**src/rtl/combo_seq_pkg.sv**
```systemverilog
// Shared types and constants for the combo vector sweep engine.
// Holds the FSM state encoding and the golden Y rule of the combo gate.
package combo_seq_pkg;

   localparam int VEC_W   = 4;
   localparam int NUM_VEC = 16;
   localparam int HIT_W   = 5;

   typedef enum logic [1:0] {
      IDLE = 2'd0,
      RUN  = 2'd1,
      DONE = 2'd2
   } state_t;

   // Y = ~A & B & C & ~D, with vec = {A,B,C,D}
   function automatic logic combo_expected(input logic [VEC_W-1:0] vec);
      return ~vec[3] & vec[2] & vec[1] & ~vec[0];
   endfunction

endpackage

```
**src/rtl/combo_dwell_timer.sv**
```systemverilog
// Dwell counter: counts while en, wraps at DWELL_CYCLES-1 and pulses tc there.
// Latency: tc is combinational from the count; no backpressure, clr wins over en.
module combo_dwell_timer #(
   parameter int DWELL_CYCLES = 100,
   parameter int CNT_W        = 16
) (
   input  logic clk,
   input  logic rst_n,
   input  logic clr,
   input  logic en,
   output logic tc
);

   localparam logic [CNT_W-1:0] LAST = CNT_W'(DWELL_CYCLES - 1);

   logic [CNT_W-1:0] cnt;

   assign tc = en & (cnt == LAST);

   always_ff @(posedge clk or negedge rst_n) begin
      if (!rst_n) begin
         cnt <= '0;
      end else if (clr) begin
         cnt <= '0;
      end else if (en) begin
         cnt <= tc ? '0 : cnt + 1'b1;
      end
   end

endmodule

```
**src/rtl/combo_vector_seq.sv**
```systemverilog
// Sweeps {a,b,c,d} through 16 vectors, DWELL_CYCLES each, sampling y_in at dwell end.
// No backpressure; optional checker enabled by macro COMBO_SEQ_CHECK_EN.
module combo_vector_seq
   import combo_seq_pkg::*;
#(
   parameter int DWELL_CYCLES = 100,
   parameter int CNT_W        = 16
) (
   input  logic             clk,
   input  logic             rst_n,
   input  logic             start,
   input  logic             abort,
   output logic             a,
   output logic             b,
   output logic             c,
   output logic             d,
   input  logic             y_in,
   output logic             busy,
   output logic             done,
   output logic [VEC_W-1:0] vec_idx,
   output logic [HIT_W-1:0] hit_count,
   output logic             first_hit_valid,
   output logic [VEC_W-1:0] first_hit_idx,
   output logic [HIT_W-1:0] mismatch_count
);

   state_t state;
   logic   run;
   logic   tc;
   logic   sweep_go;
   logic   sample;

   assign run      = (state == RUN);
   assign sweep_go = start & ~abort & ~run;
   assign sample   = run & tc & ~abort;

   assign {a, b, c, d} = vec_idx;

   combo_dwell_timer #(
      .DWELL_CYCLES(DWELL_CYCLES),
      .CNT_W       (CNT_W)
   ) u_timer (
      .clk  (clk),
      .rst_n(rst_n),
      .clr  (abort | ~run),
      .en   (run),
      .tc   (tc)
   );

   always_ff @(posedge clk or negedge rst_n) begin
      if (!rst_n) begin
         state           <= IDLE;
         vec_idx         <= '0;
         busy            <= 1'b0;
         done            <= 1'b0;
         hit_count       <= '0;
         first_hit_valid <= 1'b0;
         first_hit_idx   <= '0;
      end else if (abort) begin
         // results deliberately left untouched so software can read a partial sweep
         state   <= IDLE;
         vec_idx <= '0;
         busy    <= 1'b0;
         done    <= 1'b0;
      end else begin
         case (state)
            IDLE, DONE: begin
               if (sweep_go) begin
                  state           <= RUN;
                  vec_idx         <= '0;
                  busy            <= 1'b1;
                  done            <= 1'b0;
                  hit_count       <= '0;
                  first_hit_valid <= 1'b0;
                  first_hit_idx   <= '0;
               end
            end
            RUN: begin
               if (sample) begin
                  hit_count <= hit_count + HIT_W'(y_in);
                  if (y_in && !first_hit_valid) begin
                     first_hit_valid <= 1'b1;
                     first_hit_idx   <= vec_idx;
                  end
                  if (vec_idx == VEC_W'(NUM_VEC - 1)) begin
                     state   <= DONE;
                     vec_idx <= '0;
                     busy    <= 1'b0;
                     done    <= 1'b1;
                  end else begin
                     vec_idx <= vec_idx + 1'b1;
                  end
               end
            end
            default: begin
               state   <= IDLE;
               vec_idx <= '0;
               busy    <= 1'b0;
               done    <= 1'b0;
            end
         endcase
      end
   end

`ifdef COMBO_SEQ_CHECK_EN
   logic [HIT_W-1:0] mis_q;

   always_ff @(posedge clk or negedge rst_n) begin
      if (!rst_n) begin
         mis_q <= '0;
      end else if (sweep_go) begin
         mis_q <= '0;
      end else if (sample && (y_in != combo_expected(vec_idx)) && (mis_q != '1)) begin
         mis_q <= mis_q + 1'b1;
      end
   end

   assign mismatch_count = mis_q;
`else
   assign mismatch_count = '0;
`endif

endmodule
```
**config.mk**
```make
export PLATFORM = sky130hd
export DESIGN_NAME = combo_vector_seq
export DESIGN_NICKNAME = d
export VERILOG_FILES = /design/src/rtl/combo_seq_pkg.sv /design/src/rtl/combo_dwell_timer.sv /design/src/rtl/combo_vector_seq.sv
export SDC_FILE = /design/constraint.sdc
export NUM_CORES = 1
export LEC_CHECK = 0
export ABC_AREA = 1
export CAP_MARGIN = 15
export CORE_ASPECT_RATIO = 0.9
export CORE_MARGIN = 5
export CORE_UTILIZATION = 53
export DETAILED_ROUTE_END_ITERATION = 12
export PLACE_DENSITY = 0.84
export SYNTH_ARGS = -nofsm -noshare
export SYNTH_HDL_FRONTEND = slang
export SYNTH_SLANG_ARGS = --single-unit
```
**constraint.sdc**
```tcl
create_clock -name clk -period 1.81 [get_ports clk]
set_input_delay 0.543 -clock clk [delete_from_list [all_inputs] [get_ports clk]]
set_output_delay 0.543 -clock clk [all_outputs]
set_load 0.05 [all_outputs]
```
# After elaboration in Yosys (flattened, before gate mapping)

Cells that the tools add are included.

$add $sub $neg: 3
Equal/unequal tests: 10
Muxes and demuxes: 32
Bitwise gates (word level): 8
Reductions and logical operators: 10

Operators with widths:

| cell                    | number |
|---|---|
| $mux W16                | 3 |
| $mux W4                 | 6 |
| $add A16 B1 Y16 const B | 1 |
| $eq A16 B7 Y1 const B   | 1 |
| $pmux W4 S2             | 2 |
| $mux W1                 | 10 |
| $mux W5                 | 2 |
| $pmux W5 S2             | 1 |
| $mux W2                 | 4 |
| $ne A3 B2 Y1 const B    | 2 |
| $pmux W1 S2             | 3 |
| $add A5 B1 Y5           | 1 |
| $and A1 B1 Y1           | 5 |
| $reduce_and A5 Y1       | 1 |
| $add A4 B1 Y4 const B   | 1 |
| $eq A4 B4 Y1 const B    | 1 |
| $ne A2 B1 Y1 const B    | 2 |
| $pmux W2 S2             | 1 |
| $reduce_and A4 Y1       | 1 |
| $reduce_bool A2 Y1      | 2 |
| $ne A3 B3 Y1 const B    | 1 |
| $reduce_and A3 Y1       | 1 |
| $eq A2 B1 Y1 const B    | 1 |
| $eq A2 B2 Y1 const B    | 1 |
| 8 further kinds         | 9 |

Bits in registers: 34
Bits of input ports: 5
Output and inout port bits: 25
Logic and storage cells: 71

# Longest topological paths before layout

Gate-level depths: netlist of the first run.

Word-level depth: 7
Mapped depth: 10
Mapped depth without buffers: 10

# By module

Synthesis of the first run repeated with hierarchy kept, for this count alone.

Cells, all modules: 260
Area, all modules: 1994.4 µm²

By module, submodules not included:

| module            | instances | cells each | area each (µm²) | seq. area each (µm²) |
|---|---|---|---|---|
| combo_dwell_timer | 1         | 142        | 1002.2          | 400.4 |
| combo_vector_seq  | 1         | 118        | 992.2           | 425.4 |

# Worst setup path before layout of the first run

Ideal clock, no wire load.

Path type: register -> register
Start: register, netlist name busy
End: register done
Setup time: 124 ps
Data arrival time: 1558 ps
Required time: 1686 ps
Setup slack: 129 ps
Stages on the path, launching flop included: 11
Buffers on the path: 1
Clock period less this slack: 1681 ps
Path through: dfrtp_1 -> inv_2 -> nor2_4 -> nand3_2 -> nor2_2 -> nand2_1 -> nand2_2 -> buf_6 -> nand3_4 -> nand2_1 -> o21ai_1

RTL lines:

| element                | RTL line               | RTL |
|---|---|---|
| end signal: assignment | combo_vector_seq.sv:55 | `done <= 1'b0;` |
| end signal: assignment | combo_vector_seq.sv:64 | `done <= 1'b0;` |
| end signal: assignment | combo_vector_seq.sv:72 | `done <= 1'b0;` |
| end: declaration       | combo_vector_seq.sv:19 | `output logic done,` |

# Worst setup path in the final report of the first run

Start: input port abort
End: register vec_idx[2]

Cells in the longest elaborated chain, start to end: 5
Elaborated cells between the ends (all ways): 8
Those cells by class: eq/ne (2); mux (1); bitwise (4); reduce/logical (1)

Ends and longest elaborated chain:

| element                     | RTL line               | RTL |
|---|---|---|
| start: declaration          | combo_vector_seq.sv:12 | `input logic abort,` |
| $not A1 Y1 (no line)        | --                     |  |
| $and A1 B1 Y1 (2 in a row)  | combo_vector_seq.sv:34 | `assign sweep_go = start & ~abort & ~run;` |
| $ne A3 B3 Y1 (no line)      | --                     |  |
| $reduce_and A2 Y1 (no line) | --                     |  |
| end signal: assignment      | combo_vector_seq.sv:91 | `vec_idx <= vec_idx + 1'b1;` |
| end: declaration            | combo_vector_seq.sv:20 | `output logic [VEC_W-1:0] vec_idx,` |

Parallel ways exist; a longest one is shown, timed or not.
A chain may end at the register's enable or synchronous reset.

==> metrics.log, run 1 <==
INFO  metric outcome = finished clean
INFO  metric rr_startpoint = done
INFO  metric timing_worst_setup_path_type = in -> reg
INFO  metric synthFlopType = sky130_fd_sc_hd__dfrtp_1
INFO  metric num_antenna_cells = 0
INFO  metric drive_gt1_share = 23.4%
INFO  metric drv.max_cap_violation_count = 0
INFO  metric final_util = about 72%
INFO  metric synth-async-reset-ratio = 100%
INFO  metric min_from = u_timer.cnt[0]
INFO  metric ys_ff_latch = 32
INFO  metric portBuffers = 24
INFO  metric post_synth_num_cell_types = 30
INFO  metric fill_cells = 268
INFO  metric antenna_left = 0
INFO  metric initial_core_util = ~55%
INFO  metric ctsLongestPathBuffers = 2
INFO  metric detail_route.drc_violations = 0
INFO  metric rsz0062_at_grt = no
INFO  metric drv_slew = 0
INFO  metric timing_hold_violations_final = 0
INFO  metric core.rowCount = 20
INFO  metric power.leakage = 0.00115 µW
INFO  metric grt_pass1_vias = about 1600
INFO  metric timing.fmax = between 0.6 and 0.7 GHz
INFO  metric finClkSkew = ~0.006 ns
INFO  metric hold_buffers = 0
INFO  metric final-instance-count-excl-fill = 318
INFO  metric synth.yosys.seq_area_share = between 40% and 50%
INFO  metric fin_nets = 285
INFO  metric power_per_cell_area = ~1200 nW/µm²
INFO  metric post_place_setup_slack = -0.191 ns
INFO  metric ctsHtreeMaxLevel = 2
INFO  metric cts_inserted_buffers = 5
INFO  metric numPlacedInstances = 311
INFO  metric setup-violations-final = 0
INFO  metric critical_path_arrival = 1.84 ns
INFO  metric first_iter_violations = 176
INFO  metric final.min_clock_period = ~1.6 ns
INFO  metric drt_pre_antenna_iters = 4
INFO  metric final_clock_period_utilization_by_the_worst_path = about nine tenths
INFO  metric critical_path_fanout_max = 8
INFO  metric hold_path_class = reg -> reg
INFO  metric syn2layout_area_growth = 30.8%
INFO  metric antenna_found_initial = 0
INFO  metric cell_count_after_synthesis = about 240
INFO  metric tritoncts_clock_tree = yes
INFO  metric design_area = about 2400 µm²
INFO  metric wire_length_per_cell_after_detailed_routing = 13.5 µm
INFO  metric layout_setup_ws = between 0.15 and 0.2 ns
INFO  metric synth-edff-count = 0
INFO  metric die_w = 72.5 µm
INFO  metric overall_global_routing_usage = approximately a fifth
INFO  metric worst_skew_pair.late_latency = approximately 0.29 ns
INFO  metric place_hpwl = 3130 µm
INFO  metric crit_required = around 2.0 ns
INFO  metric fp.dieArea = just under 5000 µm²
INFO  metric wirelength = 4290 µm
INFO  metric core_box_area = between 3000 and 4000 µm²
INFO  metric synth_area = between 1500 and 2000 µm²
INFO  metric first_pass_grt_wire_length = around 7100 µm
INFO  metric count_of_clock_tree_sinks = 32
INFO  metric grt_overflow_total = 0
INFO  metric routed-via-count = between 1500 and 2000
INFO  metric syn_avg_cell_area = 7.80 µm²
INFO  metric die_y = about 66 µm
INFO  metric clk_pin_slew = 0.06 ns
INFO  metric grt_start_max_net_pins = 33
INFO  metric placement.cell_area = between 2000 and 2500 µm²
INFO  metric viasPerCell = slightly above 5
INFO  metric total_power = 2900 µW
INFO  metric cp-end-kind = flop
INFO  metric yosys_warnings = 0
INFO  metric vdd_drop_max = roughly 0.00093 V
INFO  metric cts.root.buffer_cell = sky130_fd_sc_hd__clkbuf_8
INFO  metric crit_path_start_kind = input pin
INFO  metric finalWeightedCongestion = ~0.81
INFO  metric crit_path_start = abort
INFO  metric io_pins = 30
## sequential cells by signal, indices dropped and copies added, names as in the netlist
name             flops
hit_count            5
busy                 1
first_hit_idx        4
done                 1
first_hit_valid      1
u_timer.cnt         16
vec_idx              4
## kinds of logic after synthesis
kind of cell / after synthesis / synth area share [%]
other cells: 1 / 0.201
xor+xnor: 4 / 1.88
compound gates: 19 / 6.04
buf+inv: 42 / 11.3
fa+ha+maj: 4 / 2.68
flops: 32 / 43.0
simple gates: 137 / 34.9
## synthesized netlist by cell type (3+ instances only)
cell	count	area, µm²
sky130_fd_sc_hd__o21ai_1	5	25.0
sky130_fd_sc_hd__inv_2	4	15.0
sky130_fd_sc_hd__nand3_1	12	60.1
sky130_fd_sc_hd__a31oi_1	3	18.8
sky130_fd_sc_hd__ha_1	4	50.1
sky130_fd_sc_hd__inv_1	26	97.6
sky130_fd_sc_hd__buf_4	9	67.6
sky130_fd_sc_hd__nor2_2	3	18.8
sky130_fd_sc_hd__nor2_1	38	143
sky130_fd_sc_hd__o21ai_0	5	25.0
sky130_fd_sc_hd__dfrtp_1	32	801
sky130_fd_sc_hd__nand2_1	58	218
sky130_fd_sc_hd__xor2_1	4	35.0
sky130_fd_sc_hd__nand4_1	13	81.3
## routing by layer
| metal | wire length (µm) | share of wire (%) | GRT usage [%] | vias up |
|---|---|---|---|---|
| met5 | 0 | 0 | 0 | - |
| met4 | 99 | 2.3 | 10.1 | 0 |
| met3 | 258 | 6.0 | 3.95 | 10 |
| met2 | 2120 | 49 | 32.2 | 48 |
| met1 | 1810 | 42 | 23.7 | 772 |
| li1 | - | - | - | 821 |
## timing repair
item	in CTS	in global routing
endpoints found under the setup margin	0	2
gates resized for setup	0	7
buffers inserted	0	2
## power breakdown
group | switching, µW | internal [µW] | leakage (µW)
sequential | 154 | 803 | 0.000441
combinational | 860 | 591 | 0.000676
clock | 246 | 247 | 0.0000359
## metrics by stage
stage               TNS, ns  hold WS [ns]
floorplan                 0         0.247
global placement     -0.428         0.446
detailed placement    -1.15         0.457
CTS                       0         0.464
global route              0         0.477
finish                    0         0.468
## worst max-delay path, cell delays in order
cell                              delay (ns)
sky130_fd_sc_hd__clkdlybuf4s50_1        0.48
sky130_fd_sc_hd__buf_4                  0.19
sky130_fd_sc_hd__nor2_8                 0.12
sky130_fd_sc_hd__nand2_2                0.09
sky130_fd_sc_hd__nand2_1                0.22
sky130_fd_sc_hd__nand2_1                0.10
sky130_fd_sc_hd__o21ai_1                0.09
## cell usage in the layout, fill, tap and decap left out, types with 2 or more instances in the layout
master,Yosys,final
sky130_fd_sc_hd__nand3_2,2,2
sky130_fd_sc_hd__xor2_1,4,4
sky130_fd_sc_hd__o21ai_0,5,5
sky130_fd_sc_hd__a21oi_1,2,2
sky130_fd_sc_hd__conb_1,1,5
sky130_fd_sc_hd__dfrtp_1,32,32
sky130_fd_sc_hd__ha_1,4,2
sky130_fd_sc_hd__nand4_1,13,13
sky130_fd_sc_hd__nor2_4,1,2
sky130_fd_sc_hd__nor3_1,2,2
sky130_fd_sc_hd__nor3_2,2,2
sky130_fd_sc_hd__nand3_1,12,12
sky130_fd_sc_hd__a31oi_1,3,3
sky130_fd_sc_hd__nand2_2,2,2
sky130_fd_sc_hd__buf_12,0,17
sky130_fd_sc_hd__buf_4,9,16
sky130_fd_sc_hd__clkbuf_8,0,5
sky130_fd_sc_hd__nor2_1,38,37
sky130_fd_sc_hd__nand2_1,58,58
sky130_fd_sc_hd__inv_2,4,5
sky130_fd_sc_hd__inv_1,26,25
sky130_fd_sc_hd__clkdlybuf4s50_1,0,3
sky130_fd_sc_hd__o21ai_1,5,5
sky130_fd_sc_hd__nor2_2,3,3
sky130_fd_sc_hd__a21oi_2,2,2
## final timing paths
kind / endpoint / slack, ns / cells after the start
worst min-delay path: u_timer.cnt[0] / 0.47 / 1
worst max-delay path: vec_idx[2] / 0.19 / 7
worst max register to register: first_hit_idx[1] / 0.23 / 8
worst min register to register: u_timer.cnt[0] / 0.47 / 1
max in group asynchronous: u_timer.cnt[13] / 0.85 / 2
min in group asynchronous: u_timer.cnt[15] / 0.65 / 2
## cell type report
class	count	area [µm²]	share of cell area (%)
clock buffers	5	68.8	2.82
flip-flops and latches	32	801	32.8
multi-input cells	169	890	36.5
well taps	44	55.1	2.26
repair buffers	37	503	20.6
inverters	31	121	4.98
(Power assumes the default switching activity.)
==> run 2: changes to the inputs <==
--- a/config.mk
+++ b/config.mk
@@ -9,9 +9,10 @@
 export CAP_MARGIN = 15
 export CORE_ASPECT_RATIO = 0.9
 export CORE_MARGIN = 5
-export CORE_UTILIZATION = 53
+export CORE_UTILIZATION = 40
 export DETAILED_ROUTE_END_ITERATION = 12
-export PLACE_DENSITY = 0.84
+export GPL_TIMING_DRIVEN = 0
+export PLACE_DENSITY = 0.68
 export SYNTH_ARGS = -nofsm -noshare
 export SYNTH_HDL_FRONTEND = slang
 export SYNTH_SLANG_ARGS = --single-unit
==> metrics.log, run 2 (synthesis gave the netlist of run 1 again) <==
INFO  metric layout_top_registers = u_timer.cnt: 16 flops, hit_count: 5 flops
INFO  metric core_box_area = between 4000 and 5000 µm²
INFO  metric worst_path_largest_cell_delay = between 0.5 and 0.6 ns
INFO  metric max-slew-margin-rel = between 50% and 60%
INFO  metric finalWeightedCongestion = 0.784
INFO  metric die_w = a little over 80 µm
INFO  metric power.leakage = 0.00113 µW
INFO  metric final-instance-count-excl-fill = approximately 340
INFO  metric num_antenna_cells = 0
INFO  metric grt_start_max_net_pins = 33
INFO  metric drive_gt1_share = 20.0%
INFO  metric design_area = about 2300 µm²
INFO  metric finClkSkew = roughly 0.0074 ns
INFO  metric timing.fmax = about 0.56 GHz
INFO  metric viasPerCell = 4.63
INFO  metric grt_pass1_vias = between 1000 and 1500
INFO  metric first_pass_grt_wire_length = between 6000 and 7000 µm
INFO  metric cp-end-kind = output port
INFO  metric clk_pin_slew = ~0.070 ns
INFO  metric final_clock_period_utilization_by_the_worst_path = between 90 and 100%
INFO  metric power_per_cell_area = 1200 nW/µm²
INFO  metric vdd_drop_max = between 0.0007 and 0.0008 V
INFO  metric setup-violations-final = 0
INFO  metric die_y = 74.8 µm
INFO  metric tritoncts_clock_tree = yes
INFO  metric numPlacedInstances = 329
INFO  metric ctsHtreeMaxLevel = 2
INFO  metric syn2layout_area_growth = 22.7%
INFO  metric largest_reg_flops = 16
INFO  metric outcome = finished clean
INFO  metric placement.cell_area = ~2200 µm²
INFO  metric timing_worst_setup_path_type = reg -> out
INFO  metric fp.dieArea = just over 6000 µm²
INFO  metric regMostFlops = u_timer.cnt
INFO  metric crit_path_cell_trace = dlygate4sd2_1
INFO  metric routed-via-count = roughly 1600
INFO  metric initial_core_util = between 40% and 50%
INFO  metric overall_global_routing_usage = between 10% and 20%
INFO  metric detail_route.drc_violations = 0
INFO  metric timing.hold.ws = 0.303 ns
INFO  metric rsz0062_at_grt = yes
INFO  metric critical_path_arrival = about 1.3 ns
INFO  metric fin_nets = 283
INFO  metric final.min_clock_period = 1.80 ns
INFO  metric place_hpwl = 2920 µm
INFO  metric first_iter_violations = 86
INFO  metric core.rowCount = 23
INFO  metric crit_required = roughly 1.3 ns
INFO  metric r2r_setup_slack = around 0.22 ns
INFO  metric timing_hold_violations_final = 0
INFO  metric portBuffers = 24
INFO  metric total_power = approximately 2700 µW
INFO  metric post-cts-setup-buffer-count = 0
INFO  metric antenna_left = 0
INFO  metric wire_length_per_cell_after_detailed_routing = ~11 µm
INFO  metric ctsLongestPathBuffers = 2
INFO  metric cts_inserted_buffers = 5
INFO  metric drv.max_cap_violation_count = 0
INFO  metric antenna_found_initial = 0
INFO  metric most-common-layout-cells = 57 x sky130_fd_sc_hd__nand2_1, 38 x sky130_fd_sc_hd__nor2_1, 30 x sky130_fd_sc_hd__dfrtp_1
INFO  metric crit_path_start_kind = flop
INFO  metric mostFrequentLayoutCell = sky130_fd_sc_hd__nand2_1
INFO  metric io_pins = 30
INFO  metric critical_path_fanout_max = 5
INFO  metric count_of_clock_tree_sinks = 32
INFO  metric worst_pin_slew = ~0.7 ns
INFO  metric hold_path_class = in -> async
INFO  metric largest_delay_contributor_family_on_the_critical_path = buffers and inverters
INFO  metric drt_pre_antenna_iters = 4
INFO  metric drv_slew = 0
INFO  metric critical_path_buf_inv_count = 1
INFO  metric worst_skew_pair.late_latency = 0.28 ns
INFO  metric grt_overflow_total = 0
INFO  metric wirelength = approximately 3800 µm
INFO  metric critical_path.slowest_cell = sky130_fd_sc_hd__dlygate4sd2_1
INFO  metric cts.root.buffer_cell = sky130_fd_sc_hd__clkbuf_8
[run 2: changes by cell type in the layout (fill, tap and decap cells not counted), moves of 2 or more]
cell	before	now
sky130_fd_sc_hd__dfrtp_1	32	30
sky130_fd_sc_hd__clkdlybuf4s15_2	0	5
sky130_fd_sc_hd__buf_6	0	2
sky130_fd_sc_hd__clkbuf_2	0	2
sky130_fd_sc_hd__dlygate4sd2_1	0	11
sky130_fd_sc_hd__buf_12	17	0
sky130_fd_sc_hd__buf_2	0	2
sky130_fd_sc_hd__buf_4	16	10
sky130_fd_sc_hd__dfrtp_2	0	2
[run 2: through the flow]
| stage | setup slack [ns] | utilization, % | setup TNS, ns |
|---|---|---|---|
| 2_1_floorplan | 0.129 | - | 0 |
| 3_3_place_gp | -0.439 | 48.9 | -18.16 |
| 3_5_place_dp | -0.405 | 48.8 | -4.50 |
| 4_1_cts | 0.00447 | 51.1 | 0 |
| 5_1_grt | -0.0635 | 50.9 | -0.162 |
| 6_report | 0.0143 | 50.9 | 0 |
[run 2: what timing repair did]
| item | in CTS | in global routing |
|---|---|---|
| endpoints found under the setup margin | 25 | 14 |
| gates cloned | 0 | 0 |
| gates resized for setup | 38 | 10 |
| pin swaps | 0 | 1 |
| hold buffers | 0 | 0 |
[run 2: worst paths after layout]
check | from | cells after the start | to
worst max-delay path | hit_count[2] | 1 | hit_count[2]
worst min-delay path | rst_n | 1 | u_timer.cnt[15]
worst max register to register | u_timer.cnt[0] | 10 | u_timer.cnt[14]
worst min register to register | first_hit_idx[3] | 2 | first_hit_idx[3]
max in group asynchronous | rst_n | 1 | vec_idx[1]
min in group clk | first_hit_idx[3] | 2 | first_hit_idx[3]
[run 2: area by class of cell]
type,count,area (µm²)
timing repair buffer,24,210
sequential,32,803
buffer,11,90.1
clock inverter,2,35.0
tap,62,77.6
fill,478,2200
inverter,31,121
multi-input combinational,169,877
clock buffer,6,72.6
[run 2: worst register-to-register path: cells and delay by family (launching register included)]
family,cells,cell delay (ns)
AND/OR/NAND/NOR,7,0.76
flip-flops,1,0.38
adder cells (fa/ha/maj),1,0.20
buffers and inverters,1,0.12
AO/OA/AOI/OAI,1,0.04
[run 2: report_power, final]
group	switching (µW)	leakage (µW)	total [µW]	internal (µW)
Combinational	840	0.000635	1170	326
Clock	253	0.0000552	661	408
Sequential	102	0.000437	908	807
Total	1200	0.00113	2740	1540
[run 2: metal layers]
layer / share of wire (%) / GRT usage (%) / up-vias
met1: 51 / 19.0 / 708
met5: 0 / 0 / -
li1: - / - / 823
met2: 44 / 20.8 / 26
met4: 1.3 / 5.54 / 0
met3: 4.2 / 5.50 / 4
==> run 3: changes to the inputs <==
--- a/config.mk
+++ b/config.mk
@@ -8,11 +8,11 @@
 export ABC_AREA = 1
 export CAP_MARGIN = 15
 export CORE_ASPECT_RATIO = 0.9
-export CORE_MARGIN = 5
 export CORE_UTILIZATION = 40
 export DETAILED_ROUTE_END_ITERATION = 12
 export GPL_TIMING_DRIVEN = 0
-export PLACE_DENSITY = 0.68
+export PLACE_DENSITY = 0.67
 export SYNTH_ARGS = -nofsm -noshare
 export SYNTH_HDL_FRONTEND = slang
+export SYNTH_HIERARCHICAL = 1
 export SYNTH_SLANG_ARGS = --single-unit
==> metrics.log, run 3 <==
INFO  metric outcome = finished clean
INFO  metric final_util = between 50% and 60%
INFO  metric antenna_left = 0
INFO  metric ys_ff_latch = 33
INFO  metric first_pass_grt_wire_length = between 6000 and 7000 µm
INFO  metric grt_overflow_total = 0
INFO  metric critical_path.slowest_cell = sky130_fd_sc_hd__clkdlybuf4s15_1
INFO  metric power.leakage = approximately 0.0012 µW
INFO  metric synthFlopType = sky130_fd_sc_hd__dfrtp_1
INFO  metric routed-via-count = approximately 1700
INFO  metric layout_setup_ws = between 0.04 and 0.05 ns
INFO  metric drv_slew = 0
INFO  metric netlist_top_cells_area = sky130_fd_sc_hd__dfrtp_1 41%, sky130_fd_sc_hd__nand2_1 14%, sky130_fd_sc_hd__nor2_1 6.2%
INFO  metric routedLengthMet1 = roughly 2100 µm
INFO  metric netlist.top_cell.by_area = sky130_fd_sc_hd__dfrtp_1
INFO  metric ctsHtreeMaxLevel = 2
INFO  metric hold_path_class = in -> async
INFO  metric design_area = ~2400 µm²
INFO  metric core.rowCount = 23
INFO  metric antenna_found_initial = 0
INFO  metric setup-violations-final = 0
INFO  metric critical_path_buf_inv_count = 1
INFO  metric wire_length_per_cell_after_detailed_routing = ~12 µm
INFO  metric max-slew-margin-rel = roughly 50%
INFO  metric syn2layout_area_growth = 22.4%
INFO  metric timing.setup.tns = 0 ns
INFO  metric numPlacedInstances = between 300 and 400
INFO  metric power_per_cell_area = 786 nW/µm²
INFO  metric crit_path_start = hit_count[1]
INFO  metric vdd_drop_max = 0.000410 V
INFO  metric ctsLongestPathBuffers = 2
INFO  metric synthMostInstantiatedCell = sky130_fd_sc_hd__nand2_1
INFO  metric drive_gt1_share = roughly a fifth
INFO  metric final.min_clock_period = 1.77 ns
INFO  metric tritoncts_clock_tree = yes
INFO  metric timing_worst_setup_path_type = reg -> out
INFO  metric core_box_area = roughly 4600 µm²
INFO  metric cts_inserted_buffers = 5
INFO  metric wirelength = 4250 µm
INFO  metric yosys_warnings = 6
INFO  metric critical_path_arrival = approximately 1.2 ns
INFO  metric first_iter_violations = just over 100
INFO  metric top_layer = met4
INFO  metric place_hpwl = between 3000 and 4000 µm
INFO  metric cell_count_after_synthesis = 260
INFO  metric largest_delay_contributor_family_on_the_critical_path = buffers and inverters
INFO  metric fp.dieArea = 5270 µm²
INFO  metric rr_startpoint = u_timer/cnt[8]
INFO  metric io_pins = 30
INFO  metric crit_path_cell_trace = clkdlybuf4s15_1
INFO  metric crit_required = between 1 and 1.5 ns
INFO  metric most-common-layout-cells = 73 x sky130_fd_sc_hd__nand2_1, 33 x sky130_fd_sc_hd__nor2_1, 32 x sky130_fd_sc_hd__dfrtp_1
INFO  metric crit_path_start_kind = flop
INFO  metric finalWeightedCongestion = 0.810
INFO  metric cts.root.buffer_cell = sky130_fd_sc_hd__clkbuf_8
INFO  metric worst_path_largest_cell_delay = approximately 0.52 ns
INFO  metric regMostFlops = u_timer/cnt
INFO  metric fin_nets = roughly 310
INFO  metric synth-edff-count = 0
INFO  metric initial_core_util = roughly 43%
INFO  metric layout_top_registers = u_timer/cnt: 16 flops, hit_count: 5 flops
INFO  metric placement.cell_area = ~2300 µm²
INFO  metric drv.max_cap_violation_count = 0
INFO  metric largest_reg_flops = 16
INFO  metric mostFrequentLayoutCell = sky130_fd_sc_hd__nand2_1
INFO  metric timing.fmax = between 0.5 and 0.6 GHz
INFO  metric viasPerCell = around 4.8
INFO  metric worst_pin_slew = roughly 0.75 ns
INFO  metric grt_pass1_vias = between 1500 and 2000
INFO  metric num_antenna_cells = 0
INFO  metric synth-async-reset-ratio = between 90% and 100%
INFO  metric grt_start_max_net_pins = 34
INFO  metric critical_path_fanout_max = 5
INFO  metric drt_pre_antenna_iters = 4
INFO  metric synth_top_area_share = about two fifths
INFO  metric die_w = roughly 76 µm
INFO  metric hold_buffers = 0
INFO  metric syn_avg_cell_area = roughly 7.7 µm²
INFO  metric count_of_clock_tree_sinks = 33
INFO  metric die_y = just under 70 µm
INFO  metric cp-end-kind = output port
INFO  metric timing_hold_violations_final = 0
INFO  metric routed_wire_length_on_met3 = approximately 140 µm
INFO  metric final_clock_period_utilization_by_the_worst_path = between 90% and 100%
INFO  metric wire_length_on_met2 = approximately 1900 µm
INFO  metric synth_area = approximately 2000 µm²
INFO  metric post_place_setup_slack = -0.424 ns
INFO  metric portBuffers = 24
INFO  metric synth.top_cells.by_count = 73 x sky130_fd_sc_hd__nand2_1, 33 x sky130_fd_sc_hd__dfrtp_1, 33 x sky130_fd_sc_hd__nor2_1
INFO  metric final-instance-count-excl-fill = 361
INFO  metric worst_skew_pair.late_latency = around 0.28 ns
INFO  metric detail_route.drc_violations = 0
INFO  metric finClkSkew = between 0.005 and 0.006 ns
INFO  metric synth.yosys.seq_area_share = slightly above 40%
INFO  metric overall_global_routing_usage = between 10% and 20%
INFO  metric clk_pin_slew = around 0.070 ns
INFO  metric post_synth_num_cell_types = 26
==> run 3: layout make-up <==
| cell class | instances | area (µm²) |
|---|---|---|
| fillers | 459 | 2160 |
| repair buffers | 27 | 220 |
| clock inverters | 1 | 5.00 |
| well taps | 62 | 77.6 |
| flip-flops and latches | 33 | 827 |
| plain buffers | 10 | 82.6 |
| clock buffers | 7 | 96.3 |
| inverters | 27 | 101 |
| multi-input cells | 194 | 1030 |
==> run 3: worst paths after layout <==
path                               endpoint  slack, ns  cells past startpoint
max                            hit_count[1]       0.04                      1
min reg2reg                            busy       0.48                      2
min in group clk                       busy       0.48                      2
max in group asynchronous              done       0.97                      1
max reg2reg                first_hit_idx[3]       0.09                      8
min                         u_timer/cnt[13]       0.32                      1
==> run 3: where the power goes <==
part | switching [µW] | total (µW) | internal [µW]
logic | 353 | 496 | 143
registers | 33.6 | 807 | 773
clock network | 273 | 617 | 344
total | 660 | 1920 | 1260
==> run 3: kinds of logic (layout without fill, tap and decap cells) <==
family,after synthesis,in the layout,share of synthesized area [%]
simple gates,154,154,37.2
xor+xnor,8,8,3.51
other cells,1,5,0.188
flops,33,33,41.4
fa+ha+maj,4,4,2.51
buf+inv,37,72,8.85
compound gates,23,23,6.34
==> run 3: repair_timing <==
item | CTS | global route
endpoints found under the setup margin | 42 | 21
hold endpoints to repair | 0 | 0
setup buffers | 2 | 1
pin swaps | 1 | 2
gates resized for setup | 40 | 16
==> run 3: metal layers <==
metal | vias up | GRT usage, %
met4 | 0 | 8.65
met2 | 32 | 28.7
met5 | - | 0
li1 | 895 | -
met3 | 5 | 3.16
met1 | 788 | 22.2
==> run 3: stage by stage <==
stage                     hold slack, ns  power, µW
final                              0.324       1920
after global routing               0.378       2020
after CTS                          0.354       1940
after detailed placement           0.469       1310
after global placement             0.460       1310
after floorplan                    0.247       1170
